## config.mk

```make
export PLATFORM = sky130hd
export DESIGN_NAME = cmp_window_monitor_flat
export DESIGN_NICKNAME = d
export VERILOG_FILES = /design/src/rtl/cmp_window_monitor_pkg.sv /design/src/rtl/cmp_window_monitor_if.sv /design/src/rtl/cmp_window_monitor_mag_cmp.sv /design/src/rtl/cmp_window_monitor.sv /design/src/flat_wrapper.sv
export SDC_FILE = /design/constraint.sdc
export NUM_CORES = 1
export LEC_CHECK = 0
export BUFFER_PORTS_ARGS = -buffer_cell sky130_fd_sc_hd__buf_2
export CAP_MARGIN = 20
export CORE_MARGIN = 2
export CORE_UTILIZATION = 45
export CTS_CLUSTER_DIAMETER = 40
export DETAILED_ROUTE_END_ITERATION = 10
export PLACE_DENSITY = 0.68
export SLEW_MARGIN = 20
export SYNTH_ARGS = -nofsm -noshare
export SYNTH_HDL_FRONTEND = slang
export SYNTH_SLANG_ARGS = --single-unit
```

## constraint.sdc

```tcl
create_clock -name clk -period 3.7 [get_ports clk]
set_input_delay 0.37 -clock clk [delete_from_list [all_inputs] [get_ports clk]]
set_output_delay 0.37 -clock clk [all_outputs]
set_load 0.02 [all_outputs]
```

## src/rtl/cmp_window_monitor_pkg.sv

```systemverilog
// rtl/cmp_window_monitor_pkg.sv - shared encodings for the compare window monitor
// Purpose: persistence FSM state encoding, event codes, sample classes and the
//          sample classifier used by the top module.
// Ports:   none (package)
package cmp_window_monitor_pkg;

  typedef enum logic [2:0] {
    ST_IN      = 3'd0,
    ST_HI_PEND = 3'd1,
    ST_HI      = 3'd2,
    ST_LO_PEND = 3'd3,
    ST_LO      = 3'd4
  } state_t;

  localparam logic [1:0] EVT_ENTER_HIGH = 2'b01;
  localparam logic [1:0] EVT_ENTER_LOW  = 2'b10;
  localparam logic [1:0] EVT_RETURN_IN  = 2'b11;

  typedef enum logic [1:0] {
    CLS_INWIN = 2'd0,
    CLS_ABOVE = 2'd1,
    CLS_BELOW = 2'd2
  } cls_t;

  // Classes a sample from its compare results against hi_thr and lo_thr.
  // Equality with either threshold counts as inside the window.
  function automatic cls_t classify(input logic gt_hi, input logic eq_hi, input logic lt_hi,
                                    input logic gt_lo, input logic eq_lo, input logic lt_lo);
    if (gt_hi) return CLS_ABOVE;
    if (lt_lo) return CLS_BELOW;
    if ((eq_hi | lt_hi) & (eq_lo | gt_lo)) return CLS_INWIN;
    // Compare outputs are one-hot, so this fallback is never taken.
    return CLS_INWIN;
  endfunction

endpackage

```

## src/rtl/cmp_window_monitor_if.sv

```systemverilog
// rtl/cmp_window_monitor_if.sv - sample/event stream bundle for the window monitor
// Purpose: groups the sample input stream, thresholds, event output slot and
//          alarm levels of cmp_window_monitor.
// Ports:   master drives in_valid/sample/lo_thr/hi_thr/evt_ready;
//          slave drives in_ready/evt_valid/evt_code/alarm_hi/alarm_lo/cfg_err.
interface cmp_window_monitor_if #(
  parameter int W = 4
);
  logic         in_valid;
  logic         in_ready;
  logic [W-1:0] sample;
  logic [W-1:0] lo_thr;
  logic [W-1:0] hi_thr;
  logic         evt_valid;
  logic         evt_ready;
  logic [1:0]   evt_code;
  logic         alarm_hi;
  logic         alarm_lo;
  logic         cfg_err;

  modport master (
    output in_valid, sample, lo_thr, hi_thr, evt_ready,
    input  in_ready, evt_valid, evt_code, alarm_hi, alarm_lo, cfg_err
  );

  modport slave (
    input  in_valid, sample, lo_thr, hi_thr, evt_ready,
    output in_ready, evt_valid, evt_code, alarm_hi, alarm_lo, cfg_err
  );
endinterface

```

## src/rtl/cmp_window_monitor_mag_cmp.sv

```systemverilog
// rtl/cmp_window_monitor_mag_cmp.sv - W-bit unsigned magnitude comparator
// Purpose: one-hot eq/gt/lt result of comparing a_i against b_i.
// Ports:   a_i, b_i (W-bit unsigned in); eq_o, gt_o, lt_o (1-bit out).
module mag_cmp_w #(
  parameter int W = 4
) (
  input  logic [W-1:0] a_i,
  input  logic [W-1:0] b_i,
  output logic         eq_o,
  output logic         gt_o,
  output logic         lt_o
);
  assign eq_o = (a_i == b_i);
  assign gt_o = (a_i >  b_i);
  assign lt_o = (a_i <  b_i);
endmodule

```

## src/rtl/cmp_window_monitor.sv

```systemverilog
// rtl/cmp_window_monitor.sv - threshold window monitor with persistence filter
// Purpose: classifies accepted samples against lo/hi thresholds, filters them
//          through a persistence FSM into alarm levels and emits transition
//          events through a one-entry output slot.
// Ports:   clk (rising edge), rst (async active-high),
//          bus (slave modport: sample stream in, event slot and alarms out).
module cmp_window_monitor
  import cmp_window_monitor_pkg::*;
#(
  parameter int W       = 4,
  parameter int PERSIST = 3
) (
  input  logic                 clk,
  input  logic                 rst,
  cmp_window_monitor_if.slave  bus
);
  localparam int          CW        = $clog2(PERSIST + 1);
  localparam logic [CW:0] PERSIST_C = (CW + 1)'(PERSIST);
  localparam bit          ONE_SHOT  = (PERSIST == 1);

  logic eq_hi, gt_hi, lt_hi;
  logic eq_lo, gt_lo, lt_lo;
  logic eq_lh, gt_lh, lt_lh;

  mag_cmp_w #(.W(W)) u_cmp_hi (.a_i(bus.sample), .b_i(bus.hi_thr), .eq_o(eq_hi), .gt_o(gt_hi), .lt_o(lt_hi));
  mag_cmp_w #(.W(W)) u_cmp_lo (.a_i(bus.sample), .b_i(bus.lo_thr), .eq_o(eq_lo), .gt_o(gt_lo), .lt_o(lt_lo));
  mag_cmp_w #(.W(W)) u_cmp_lh (.a_i(bus.lo_thr), .b_i(bus.hi_thr), .eq_o(eq_lh), .gt_o(gt_lh), .lt_o(lt_lh));

  state_t        state_q, state_d;
  logic [CW-1:0] cnt_q, cnt_d;
  logic          evt_valid_q, evt_valid_d;
  logic [1:0]    evt_code_q, evt_code_d;
  logic          alarm_hi_q, alarm_hi_d;
  logic          alarm_lo_q, alarm_lo_d;
  logic          cfg_err_q, cfg_err_d;

  logic          accept;
  logic          emit;
  logic [1:0]    emit_code;
  logic [CW:0]   cnt_inc;
  logic          reach;
  cls_t          cls;

  // The slot can take a new event whenever it is empty or draining this cycle,
  // so an accepted sample never overwrites an undelivered event.
  assign bus.in_ready = ~evt_valid_q | bus.evt_ready;
  assign accept       = bus.in_valid & bus.in_ready;
  assign cls          = classify(gt_hi, eq_hi, lt_hi, gt_lo, eq_lo, lt_lo);
  assign cnt_inc      = {1'b0, cnt_q} + (CW + 1)'(1);
  assign reach        = (cnt_inc >= PERSIST_C);

  always_comb begin
    state_d   = state_q;
    cnt_d     = cnt_q;
    cfg_err_d = cfg_err_q;
    emit      = 1'b0;
    emit_code = evt_code_q;

    if (accept) begin
      if (gt_lh) begin
        // Inverted thresholds: swallow the sample and drop any alarm silently.
        cfg_err_d = 1'b1;
        state_d   = ST_IN;
        cnt_d     = '0;
      end else if (eq_lh | lt_lh) begin
        cfg_err_d = 1'b0;
        case (state_q)
          ST_IN: begin
            if (cls == CLS_ABOVE) begin
              if (ONE_SHOT) begin
                state_d = ST_HI; cnt_d = '0; emit = 1'b1; emit_code = EVT_ENTER_HIGH;
              end else begin
                state_d = ST_HI_PEND; cnt_d = CW'(1);
              end
            end else if (cls == CLS_BELOW) begin
              if (ONE_SHOT) begin
                state_d = ST_LO; cnt_d = '0; emit = 1'b1; emit_code = EVT_ENTER_LOW;
              end else begin
                state_d = ST_LO_PEND; cnt_d = CW'(1);
              end
            end
          end
          ST_HI_PEND: begin
            if (cls == CLS_ABOVE) begin
              if (reach) begin
                state_d = ST_HI; cnt_d = '0; emit = 1'b1; emit_code = EVT_ENTER_HIGH;
              end else begin
                cnt_d = cnt_inc[CW-1:0];
              end
            end else if (cls == CLS_BELOW) begin
              state_d = ST_LO_PEND; cnt_d = CW'(1);
            end else begin
              state_d = ST_IN; cnt_d = '0;
            end
          end
          ST_LO_PEND: begin
            if (cls == CLS_BELOW) begin
              if (reach) begin
                state_d = ST_LO; cnt_d = '0; emit = 1'b1; emit_code = EVT_ENTER_LOW;
              end else begin
                cnt_d = cnt_inc[CW-1:0];
              end
            end else if (cls == CLS_ABOVE) begin
              state_d = ST_HI_PEND; cnt_d = CW'(1);
            end else begin
              state_d = ST_IN; cnt_d = '0;
            end
          end
          ST_HI: begin
            if (cls == CLS_ABOVE) begin
              cnt_d = '0;
            end else if (reach) begin
              state_d = ST_IN; cnt_d = '0; emit = 1'b1; emit_code = EVT_RETURN_IN;
            end else begin
              cnt_d = cnt_inc[CW-1:0];
            end
          end
          ST_LO: begin
            if (cls == CLS_BELOW) begin
              cnt_d = '0;
            end else if (reach) begin
              state_d = ST_IN; cnt_d = '0; emit = 1'b1; emit_code = EVT_RETURN_IN;
            end else begin
              cnt_d = cnt_inc[CW-1:0];
            end
          end
          default: begin
            state_d = ST_IN; cnt_d = '0;
          end
        endcase
      end
    end

    // A drain and a reload in the same cycle keep evt_valid high.
    evt_valid_d = (evt_valid_q & ~bus.evt_ready) | emit;
    evt_code_d  = emit ? emit_code : evt_code_q;
    alarm_hi_d  = (state_d == ST_HI);
    alarm_lo_d  = (state_d == ST_LO);
  end

  always_ff @(posedge clk or posedge rst) begin
    if (rst) begin
      state_q     <= ST_IN;
      cnt_q       <= '0;
      evt_valid_q <= 1'b0;
      evt_code_q  <= 2'b00;
      alarm_hi_q  <= 1'b0;
      alarm_lo_q  <= 1'b0;
      cfg_err_q   <= 1'b0;
    end else begin
      state_q     <= state_d;
      cnt_q       <= cnt_d;
      evt_valid_q <= evt_valid_d;
      evt_code_q  <= evt_code_d;
      alarm_hi_q  <= alarm_hi_d;
      alarm_lo_q  <= alarm_lo_d;
      cfg_err_q   <= cfg_err_d;
    end
  end

  assign bus.evt_valid = evt_valid_q;
  assign bus.evt_code  = evt_code_q;
  assign bus.alarm_hi  = alarm_hi_q;
  assign bus.alarm_lo  = alarm_lo_q;
  assign bus.cfg_err   = cfg_err_q;

endmodule

```

## src/flat_wrapper.sv

```systemverilog
// flat-port wrapper written by rule: the top's interface ports become plain ports
module cmp_window_monitor_flat import cmp_window_monitor_pkg::*;
#(
  parameter int W       = 4,
  parameter int PERSIST = 3
)
  (clk, rst, bus_in_valid, bus_sample, bus_lo_thr, bus_hi_thr, bus_evt_ready, bus_in_ready, bus_evt_valid, bus_evt_code, bus_alarm_hi, bus_alarm_lo, bus_cfg_err);
  cmp_window_monitor_if #(.W(W)) bus_i ();
  input  logic clk;
  input  logic rst;
  input wire logic [$bits(bus_i.in_valid)-1:0] bus_in_valid;
  input wire logic [$bits(bus_i.sample)-1:0] bus_sample;
  input wire logic [$bits(bus_i.lo_thr)-1:0] bus_lo_thr;
  input wire logic [$bits(bus_i.hi_thr)-1:0] bus_hi_thr;
  input wire logic [$bits(bus_i.evt_ready)-1:0] bus_evt_ready;
  output wire logic [$bits(bus_i.in_ready)-1:0] bus_in_ready;
  output wire logic [$bits(bus_i.evt_valid)-1:0] bus_evt_valid;
  output wire logic [$bits(bus_i.evt_code)-1:0] bus_evt_code;
  output wire logic [$bits(bus_i.alarm_hi)-1:0] bus_alarm_hi;
  output wire logic [$bits(bus_i.alarm_lo)-1:0] bus_alarm_lo;
  output wire logic [$bits(bus_i.cfg_err)-1:0] bus_cfg_err;
  assign bus_i.in_valid = bus_in_valid;
  assign bus_i.sample = bus_sample;
  assign bus_i.lo_thr = bus_lo_thr;
  assign bus_i.hi_thr = bus_hi_thr;
  assign bus_i.evt_ready = bus_evt_ready;
  assign bus_in_ready = bus_i.in_ready;
  assign bus_evt_valid = bus_i.evt_valid;
  assign bus_evt_code = bus_i.evt_code;
  assign bus_alarm_hi = bus_i.alarm_hi;
  assign bus_alarm_lo = bus_i.alarm_lo;
  assign bus_cfg_err = bus_i.cfg_err;
  cmp_window_monitor #(.W(W), .PERSIST(PERSIST)) u_core (.clk(clk), .rst(rst), .bus(bus_i));
endmodule
```

# Word-level counts from Yosys, hierarchy flattened
# Index checks and enable logic that the tools add are counted.
# totals
input_bits	16
out_inout_bits	7
reg_bits	11
wordCells	108
# classes
n_addsub	1
n_bitwise	11
eq_ne	18
muxes	58
reduce_logical	6
order_cmp	7
# op_table
cell	count
2-bit two-way mux	23
3-bit two-way mux	12
1-bit two-way mux	19
3-bit case mux with 5 select lines	1
4-bit equality test	3
4-bit greater-than comparator	3
4-bit less-than comparator	3
11-bit AND reduction	1
2-bit case mux with 5 select lines	1
3-bit by 2-bit equality test with 1-bit output, second input constant	3
2-bit by 1-bit inequality test with 1-bit output, second input constant	4
2-bit case mux with 4 select lines	1
3-bit equality test, second input constant	2
1-bit bitwise OR	5
2-bit inequality test, second input constant	2
4-bit by 1-bit inequality test with 1-bit output, second input constant	1
1-bit case mux with 4 select lines	1
4-bit nonzero test	1
2-bit by 1-bit adder with 3-bit output, second input constant	1
1-bit bitwise AND	3
3-bit by 1-bit equality test with 1-bit output, second input constant	1
3-bit by 2-bit greater-or-equal comparator with 1-bit output, second input constant	1
3-bit logical NOT	1
1-bit inverter	3
other kinds (5)	5

# Logic depth before layout (Yosys ltp)
# Gate-level depths: netlist (run 1).
# depth
depth_word	17
ltp_mapped	9
ltp_nobuf	9

# Modules after synthesis
# Synthesis (run 1) repeated with hierarchy kept, for this count alone.
# hier_totals
hier_cells	132
area_unflattened_um2	1124.8
# modules_own_cells
module	area_per_inst_um2	seq_area_each_um2	cells_each	n_inst
cmp_window_monitor	738.2	275.3	84	1
mag_cmp_w	128.9	0.0	16	3

# Worst setup path before layout (run 1)
# OpenSTA, ideal clock, no wires.
# synth_timing
path_kind	input -> register
from	in bus_lo_thr[2]
to	reg u_core.evt_code_q[0] (netlist: u_core.bus.evt_code[0])
path_stages	8
n_path_buf	0
arrival_ps	2093
path_slack_ps	1528
setup_ps	79
t_required_ps	3621
cell_sequence	inv_1 -> ha_1 -> a21o_1 -> a221o_1 -> a2111oi_4 -> a221o_2 -> and2b_1 -> a2bb2oi_1
# synth_via
elab_chain_len	16
word_cells_on_any_way	35
cone_classes	order compare (4); eq/ne (8); mux (18); bitwise (4); reduce/logical (1)
# synth_rtl
item	line	text
start, declared	flat_wrapper.sv:13	input wire logic [$bits(bus_i.lo_thr)-1:0] bus_lo_thr;
4-bit greater-than comparator / 4-bit equality test (equally long branches)	cmp_window_monitor_mag_cmp.sv:14, cmp_window_monitor_mag_cmp.sv:13	
1-bit bitwise OR	cmp_window_monitor_pkg.sv:31	if ((eq_hi | lt_hi) & (eq_lo | gt_lo)) return CLS_INWIN;
1-bit bitwise AND	cmp_window_monitor_pkg.sv:31	
1-bit two-way mux (2 in a row)	cmp_window_monitor_pkg.sv:31	
1-bit two-way mux	cmp_window_monitor_pkg.sv:30	if (lt_lo) return CLS_BELOW;
2-bit two-way mux	cmp_window_monitor_pkg.sv:33	return CLS_INWIN;
2-bit two-way mux	cmp_window_monitor_pkg.sv:31	
2-bit two-way mux	cmp_window_monitor_pkg.sv:30	
2-bit equality test / 2-bit by 1-bit equality test with 1-bit output (equally long branches)	-	
1-bit two-way mux, on equally long branches	-	
1-bit case mux with 4 select lines	cmp_window_monitor.sv:67	case (state_q)
1-bit two-way mux	cmp_window_monitor.sv:65	end else if (eq_lh | lt_lh) begin
1-bit two-way mux	cmp_window_monitor.sv:60	if (gt_lh) begin
1-bit two-way mux	cmp_window_monitor.sv:59	if (accept) begin
11-bit AND reduction (no source line) *	-	
end signal, assigned	cmp_window_monitor.sv:154	evt_code_q <= evt_code_d;
end, declared	cmp_window_monitor.sv:32	logic [1:0] evt_code_q, evt_code_d;
# Mark *: on every way between the ends. The rest lies on a longest branch, timed or not. The select of a mux whose other input is x is not followed.
# A chain may end at the register's enable or synchronous reset.

# Worst setup path in the final report (run 1)
# Same ends and word-level chain as after synthesis.

==> results.tsv, run 1 <==
stage	metric	value	unit
power_and_ir_drop	ir_drop	262	uV
setup_path	cp-end-kind	register	
setup_path	worst_ep_required_time	3890	ps
sta	maxSlewHeadroom	0.598	
route	firstDrtPassIters	4	
clock_network	cts_resized	0	
yosys	avgSynthCellArea	8.28	um2
setup_path	slowest_delay	430	ps
sta	fmax	457	MHz
setup_path	cp_num_buf_inv	2	
yosys	synthTopCellsByArea	dfrtp_1 (27%), ha_1 (14%), inv_1 (5.2%), nand2_1 (4.4%), nor2_1 (4.4%)	
route	routedWlPerCell	13.7	um
hold_path	hold_path_class	primary input to asynchronous set/reset pin	
yosys	synthMostInstantiatedCell	inv_1	
power_and_ir_drop	total_power	421	uW
final_layout	fill_cells	208	
clock_network	htree_levels	1	
route	drt-total-wl	2.38	mm
sta	layout_worst_path_cycle_share	0.591	
setup_path	crit_path_cell_trace	buf_2 > inv_1 > ha_1 > a21o_1 > a221o_1 > a2111oi_4 > a221o_2 > and2b_1 > a2bb2oi_1	
global_route	grt_pass1_vias	972	
clock_network	cts_tree	built	
final_layout	regArea	275	um2
sta	drv_slew	0	
setup_path	worst_path_max_delay_cell	a221o_1	
final_layout	fin_util	0.541	
yosys	netlist_area	1020	um2
yosys	synth_edf_count	0	
clock_network	cts_root_buf	clkbuf_4	
floorplan	initial_utilization	0.469	
route	postRouteAntennaNets	0	
sta	setup_viol	0	
clock_network	clkTransAtPathRegs	70	ps
yosys	synth.distinct_cells	40	
yosys	ys_ff_latch	11	
floorplan	core-area	2170	um2
final_layout	layout-drive-gt1-share	0.214	
final_layout	antennaDiodeCount	0	
clock_network	cts_made_buffers	3	
sta	timing.setup.tns	0	ps
status	status	finished, final reports clean	
setup_path	crit_type	primary input to register	
setup_path	crit_arrival	2380	ps
placed_design	pre_cts_ws	1260	ps
floorplan	fp.dieH	51.6	um
sta	period_minus_slack	2190	ps
clock_network	clock_sinks	11	
placed_design	globalplace.congestion	0.798	
clock_network	clk-insertion-delay-late	270	ps
route	vias	1006	
job	drv_cap	0	
placed_design	dp.final_hpwl	1.93	mm
sta	worstMarginPinSlew	598	ps
sta	finalWorstSetupSlack	1510	ps
yosys	synth-async-reset-ratio	1.00	
global_route	grt_pass1_wl	3.97	mm
yosys	synth_top_area_frac	0.270	
global_route	grt_max_degree	12	
sta	rsz0062_at_grt	no	
power_and_ir_drop	powerDensity	359	nW/um2
setup_path	cp-start-kind	primary input	
floorplan	io_pins	23	
setup_path	path_delay_family	compound AO/OA/AOI/OAI gates	
route	via_per_inst	5.82	
sta	final_hold_viol_count	0	
yosys	yosys_warnings	0	
clock_network	clockBufferDepth	2	
setup_path	crit_fanout	3	
floorplan	die_area	2660	um2
global_route	overflow	0	
sta	fin_skew	3.11	ps
sta	hold_ws	78.2	ps
floorplan	die_x	51.6	um
final_layout	multi_input_area	673	um2
yosys	synth_commonest_cells	inv_1 (14), nand2_1 (12), nor2_1 (12)	
route	post-route-drc-count	0	
clock_network	holdBufCountCts	0	
floorplan	num_rows	17	
global_route	grt_usage	0.196	
power_and_ir_drop	power_leakage	0.000608	uW
clock_network	cts_setup_buffers	0	
yosys	synth-main-ff-cell	dfrtp_1	
placed_design	numPortBuffers	22	
yosys	synth_nets	150	
yosys	yosysSeqAreaShare	0.270	
final_layout	areaGrowthSynthToFinish	15.2	%
yosys	syn_inst	123	
final_layout	final_nets	173	
global_route	antenna_found_initial	0	
route	drtIter0Drc	21	
yosys	yosysTopAreaCell	dfrtp_1	
[layout by cell type (no fill, tap or decap), types with 3 or more instances in the layout]
master	count
o21ai_0	3
ha_1	11
clkbuf_4	3
buf_2	22
nand2_1	12
inv_1	14
nand2b_1	3
a31oi_1	3
dfrtp_1	11
nand3_1	5
a21oi_1	6
nor2_1	12
[flip-flops by register name (all words and copies together), names as in the netlist]
signal,cells
u_core.bus.evt_valid,1
u_core.bus.alarm_hi,1
u_core.state_q,3
u_core.bus.evt_code,2
u_core.bus.cfg_err,1
u_core.cnt_q,2
u_core.bus.alarm_lo,1
[layout make-up]
class	instances	share of cell area
inverters	14	0.0448
flip-flops and latches	11	0.235
clock inverters	1	0.00426
clock buffers	3	0.0192
well taps	28	0.0299
multi-input cells	94	0.574
repair buffers	22	0.0938
[worst reg2reg max path: cells and delay by family (launching register included)]
kind | cells | cell delay [ps]
simple gates | 3 | 880
flops | 1 | 520
compound gates | 2 | 490
[logic make-up (layout without fill, tap and decap cells)]
| group | after synthesis | in the layout | share of synthesized area |
|---|---|---|---|
| fa+ha+maj | 11 | 11 | 0.135 |
| mux | 3 | 3 | 0.0307 |
| buf+inv | 18 | 40 | 0.0688 |
| compound gates | 36 | 36 | 0.287 |
| flops | 11 | 11 | 0.270 |
| simple gates | 44 | 44 | 0.208 |
[routing by layer]
metal,GRT usage,up-vias,part of all wire
met1,0.229,474,0.47
met5,0,-,0
met3,0.0115,5,0.040
met4,0.0833,0,0.016
li1,-,500,-
met2,0.368,27,0.47
[report_power, final]
part	total, uW	leakage, uW	switching, uW	internal, uW
clock network	81.0	0.0000177	40.9	40.0
logic	178	0.000444	103	75.1
registers	162	0.000146	25.2	137
total	421	0.000608	169	252
[per-stage QoR]
stage,instance area [um2],instances
after floorplan,1020,123
after global placement,1150,169
after detailed placement,1150,169
after CTS,1170,173
after global routing,1170,173
final,1170,173
[path summary, 6_finish.rpt]
| kind | start | endpoint | slack, ps | cells past startpoint |
|---|---|---|---|---|
| worst min register to register | u_core.bus.cfg_err | u_core.bus.cfg_err | 500 | 1 |
| max in group asynchronous | rst | u_core.cnt_q[1] | 3330 | 2 |
| worst max register to register | u_core.state_q[0] | u_core.bus.alarm_lo | 1720 | 5 |
| worst min-delay path | rst | u_core.state_q[1] | 80 | 2 |
| min in group clk | bus_evt_ready | u_core.bus.evt_valid | 420 | 3 |
| worst max-delay path | bus_lo_thr[2] | u_core.bus.evt_code[0] | 1510 | 9 |
Power figures use the tool's default switching activity.
==> run 2: changes to the inputs <==
==> constraint.sdc (replaced) <==
create_clock -name clk -period 2.25 [get_ports clk]
set_input_delay 0.225 -clock clk [delete_from_list [all_inputs] [get_ports clk]]
set_output_delay 0.225 -clock clk [all_outputs]
set_load 0.02 [all_outputs]
==> run 2 against run 1 <==
Clock power grew 58%. Utilization grew 2.1 points. Clock skew grew 3.3 ps. Flip-flop and latch count is the same. Cell count grew 3.5%. Global-route usage is 2.2 points higher. First-iteration DRC count is 4.8% higher. Design area increased by 3.9%. Sequential share of layout area fell by 0.89 points. Die area unchanged. Critical path depth unchanged.
==> results.tsv, run 2 (synthesis results as in run 1) <==
stage	metric	value	unit	change
route	vias	1020		+1.4%
floorplan	die_x	51.6	um	unchanged
sta	maxSlewHeadroom	0.697		+0.0989
clock_network	clockBufferDepth	2		unchanged
global_route	overflow	0		unchanged
sta	layout_worst_path_cycle_share	0.932		
placed_design	dp.final_hpwl	2.04	mm	+6.1%
placed_design	globalplace.congestion	0.812		+1.7%
sta	fmax	477	MHz	
job	drv_cap	0		unchanged
sta	fin_skew	6.42	ps	+3.32 ps
floorplan	core-area	2170	um2	unchanged
sta	finalWorstSetupSlack	153	ps	-1360 ps
global_route	grt_max_degree	12		unchanged
clock_network	clkTransAtPathRegs	70	ps	about the same
route	post-route-drc-count	0		unchanged
global_route	grt_pass1_vias	1073		+10%
placed_design	dpl_cell_area	1180	um2	+3.3%
floorplan	die_area	2660	um2	unchanged
sta	rsz0062_at_grt	no		
clock_network	cts_made_buffers	3		unchanged
setup_path	rr_worst_depth	6		+1
clock_network	cts_tree	built		
setup_path	crit_path_cell_trace	buf_2 > inv_1 > ha_1 > a21o_1 > a221o_1 > a2111oi_4 > a221o_2 > and2b_1 > a2bb2oi_1		
floorplan	io_pins	23		unchanged
clock_network	cts_resized	0		unchanged
hold_path	hold_path_class	primary input to register		
final_layout	layout-drive-gt1-share	0.232		+0.0180
final_layout	final_cell_mix	buf_2 (22), inv_1 (14), nand2_1 (12), nor2_1 (12)		
final_layout	areaGrowthSynthToFinish	19.8	%	
setup_path	cp-start-kind	primary input		
setup_path	worst_path_max_delay_cell	a221o_1		
placed_design	numPortBuffers	22		unchanged
route	postRouteAntennaNets	0		unchanged
status	status	finished, final reports clean		
final_layout	antennaDiodeCount	0		unchanged
power_and_ir_drop	power_leakage	0.000633	uW	+4.1%
final_layout	largest_reg_flops	3		unchanged
power_and_ir_drop	powerDensity	577	nW/um2	+61%
floorplan	fp.dieH	51.6	um	unchanged
floorplan	num_rows	17		unchanged
floorplan	initial_utilization	0.469		unchanged
sta	final_hold_viol_count	0		unchanged
route	firstDrtPassIters	4		unchanged
clock_network	clk-insertion-delay-late	260	ps	about the same
final_layout	largest_register	u_core.state_q		
global_route	grt_pass1_wl	4.40	mm	+11%
sta	setup_viol	0		unchanged
setup_path	crit_arrival	2280	ps	-100 ps
final_layout	layout.cells.most_common	buf_2		
clock_network	htree_levels	1		unchanged
final_layout	fin_area	1220	um2	+3.9%
global_route	grt_usage	0.218		+0.0223
hold_path	hold_depth	3		
global_route	antenna_found_initial	0		unchanged
clock_network	clock_sinks	11		unchanged
route	drt-total-wl	2.54	mm	+6.9%
clock_network	cts_root_buf	clkbuf_4		
setup_path	worst_ep_required_time	2430	ps	-1460 ps
power_and_ir_drop	ir_drop	434	uV	+66%
setup_path	cp-end-kind	register		
route	drtIter0Drc	22		+4.8%
route	via_per_inst	5.70		-2.0%
final_layout	final_nets	179		+3.5%
setup_path	slowest_delay	430	ps	about the same
power_and_ir_drop	total_power	705	uW	+67%
route	routedWlPerCell	14.2	um	+3.3%
placed_design	pre_cts_ws	-64.8	ps	-1330 ps
sta	period_minus_slack	2100	ps	
sta	worstMarginPinSlew	454	ps	-144 ps
setup_path	crit_type	primary input to register		
setup_path	crit_fanout	3		unchanged
sta	drv_slew	0		unchanged
==> run 2: cell types whose count changed in the layout (fill, tap and decap cells not counted) <==
| cell | previous run | this run |
|---|---|---|
| buf_4 | 0 | 5 |
| clkbuf_1 | 0 | 1 |
| clkinv_2 | 1 | 0 |
| dlygate4sd3_1 | 0 | 1 |
==> run 2: where the power goes <==
| group | internal, uW | switching, uW | leakage [uW] |
|---|---|---|---|
| Clock | 68.4 | 59.5 | 0.0000150 |
| Sequential | 226 | 43.0 | 0.000146 |
| Combinational | 135 | 173 | 0.000472 |
==> run 2: layer usage <==
metal | part of all wire | GRT usage | routed length (um) | vias up
li1 | - | - | - | 513
met1 | 0.43 | 0.243 | 1100 | 468
met2 | 0.51 | 0.417 | 1290 | 35
met3 | 0.043 | 0.0201 | 108 | 4
met4 | 0.013 | 0.0965 | 33 | 0
met5 | 0 | 0 | 0 | -
==> run 2: final cells by class <==
class | count | area (um2)
Fill cell | 206 | 950
Multi-Input combinational cell | 94 | 673
Sequential cell | 11 | 275
Timing Repair Buffer | 28 | 158
Inverter | 14 | 52.6
Tap cell | 28 | 35.0
Clock buffer | 4 | 26.3
==> run 2: critical path, delay by kind of cell <==
kind / cells / cell delay [ps]
adder cells (fa/ha/maj): 1 / 290
buffers and inverters: 2 / 130
AND/OR/NAND/NOR: 1 / 160
AO/OA/AOI/OAI: 5 / 1460
==> run 2: path summary, 6_finish.rpt <==
kind | startpoint | endpoint | slack, ps
setup reg to reg | u_core.state_q[0] | u_core.bus.evt_code[0] | 340
hold / removal | bus_evt_ready | u_core.bus.evt_valid | 290
setup / recovery | bus_lo_thr[2] | u_core.bus.evt_code[0] | 150
min in group asynchronous | rst | u_core.cnt_q[0] | 480
hold reg to reg | u_core.bus.cfg_err | u_core.bus.cfg_err | 500
max in group asynchronous | rst | u_core.bus.alarm_hi | 1480
==> run 2: stage by stage <==
step                utilization  std cells  hold slack, ps  setup TNS (ps)
global route              0.562        179             319               0
CTS                       0.562        179             284               0
detailed placement        0.546        174             228            -260
global placement          0.546        174             228           -11.6
finish                    0.562        179             287               0
floorplan                     -        123            77.4               0
==> run 2: what timing repair did <==
item	CTS	global route
hold buffers	1	0
endpoints found under the hold margin	11	0
buffers inserted	0	0
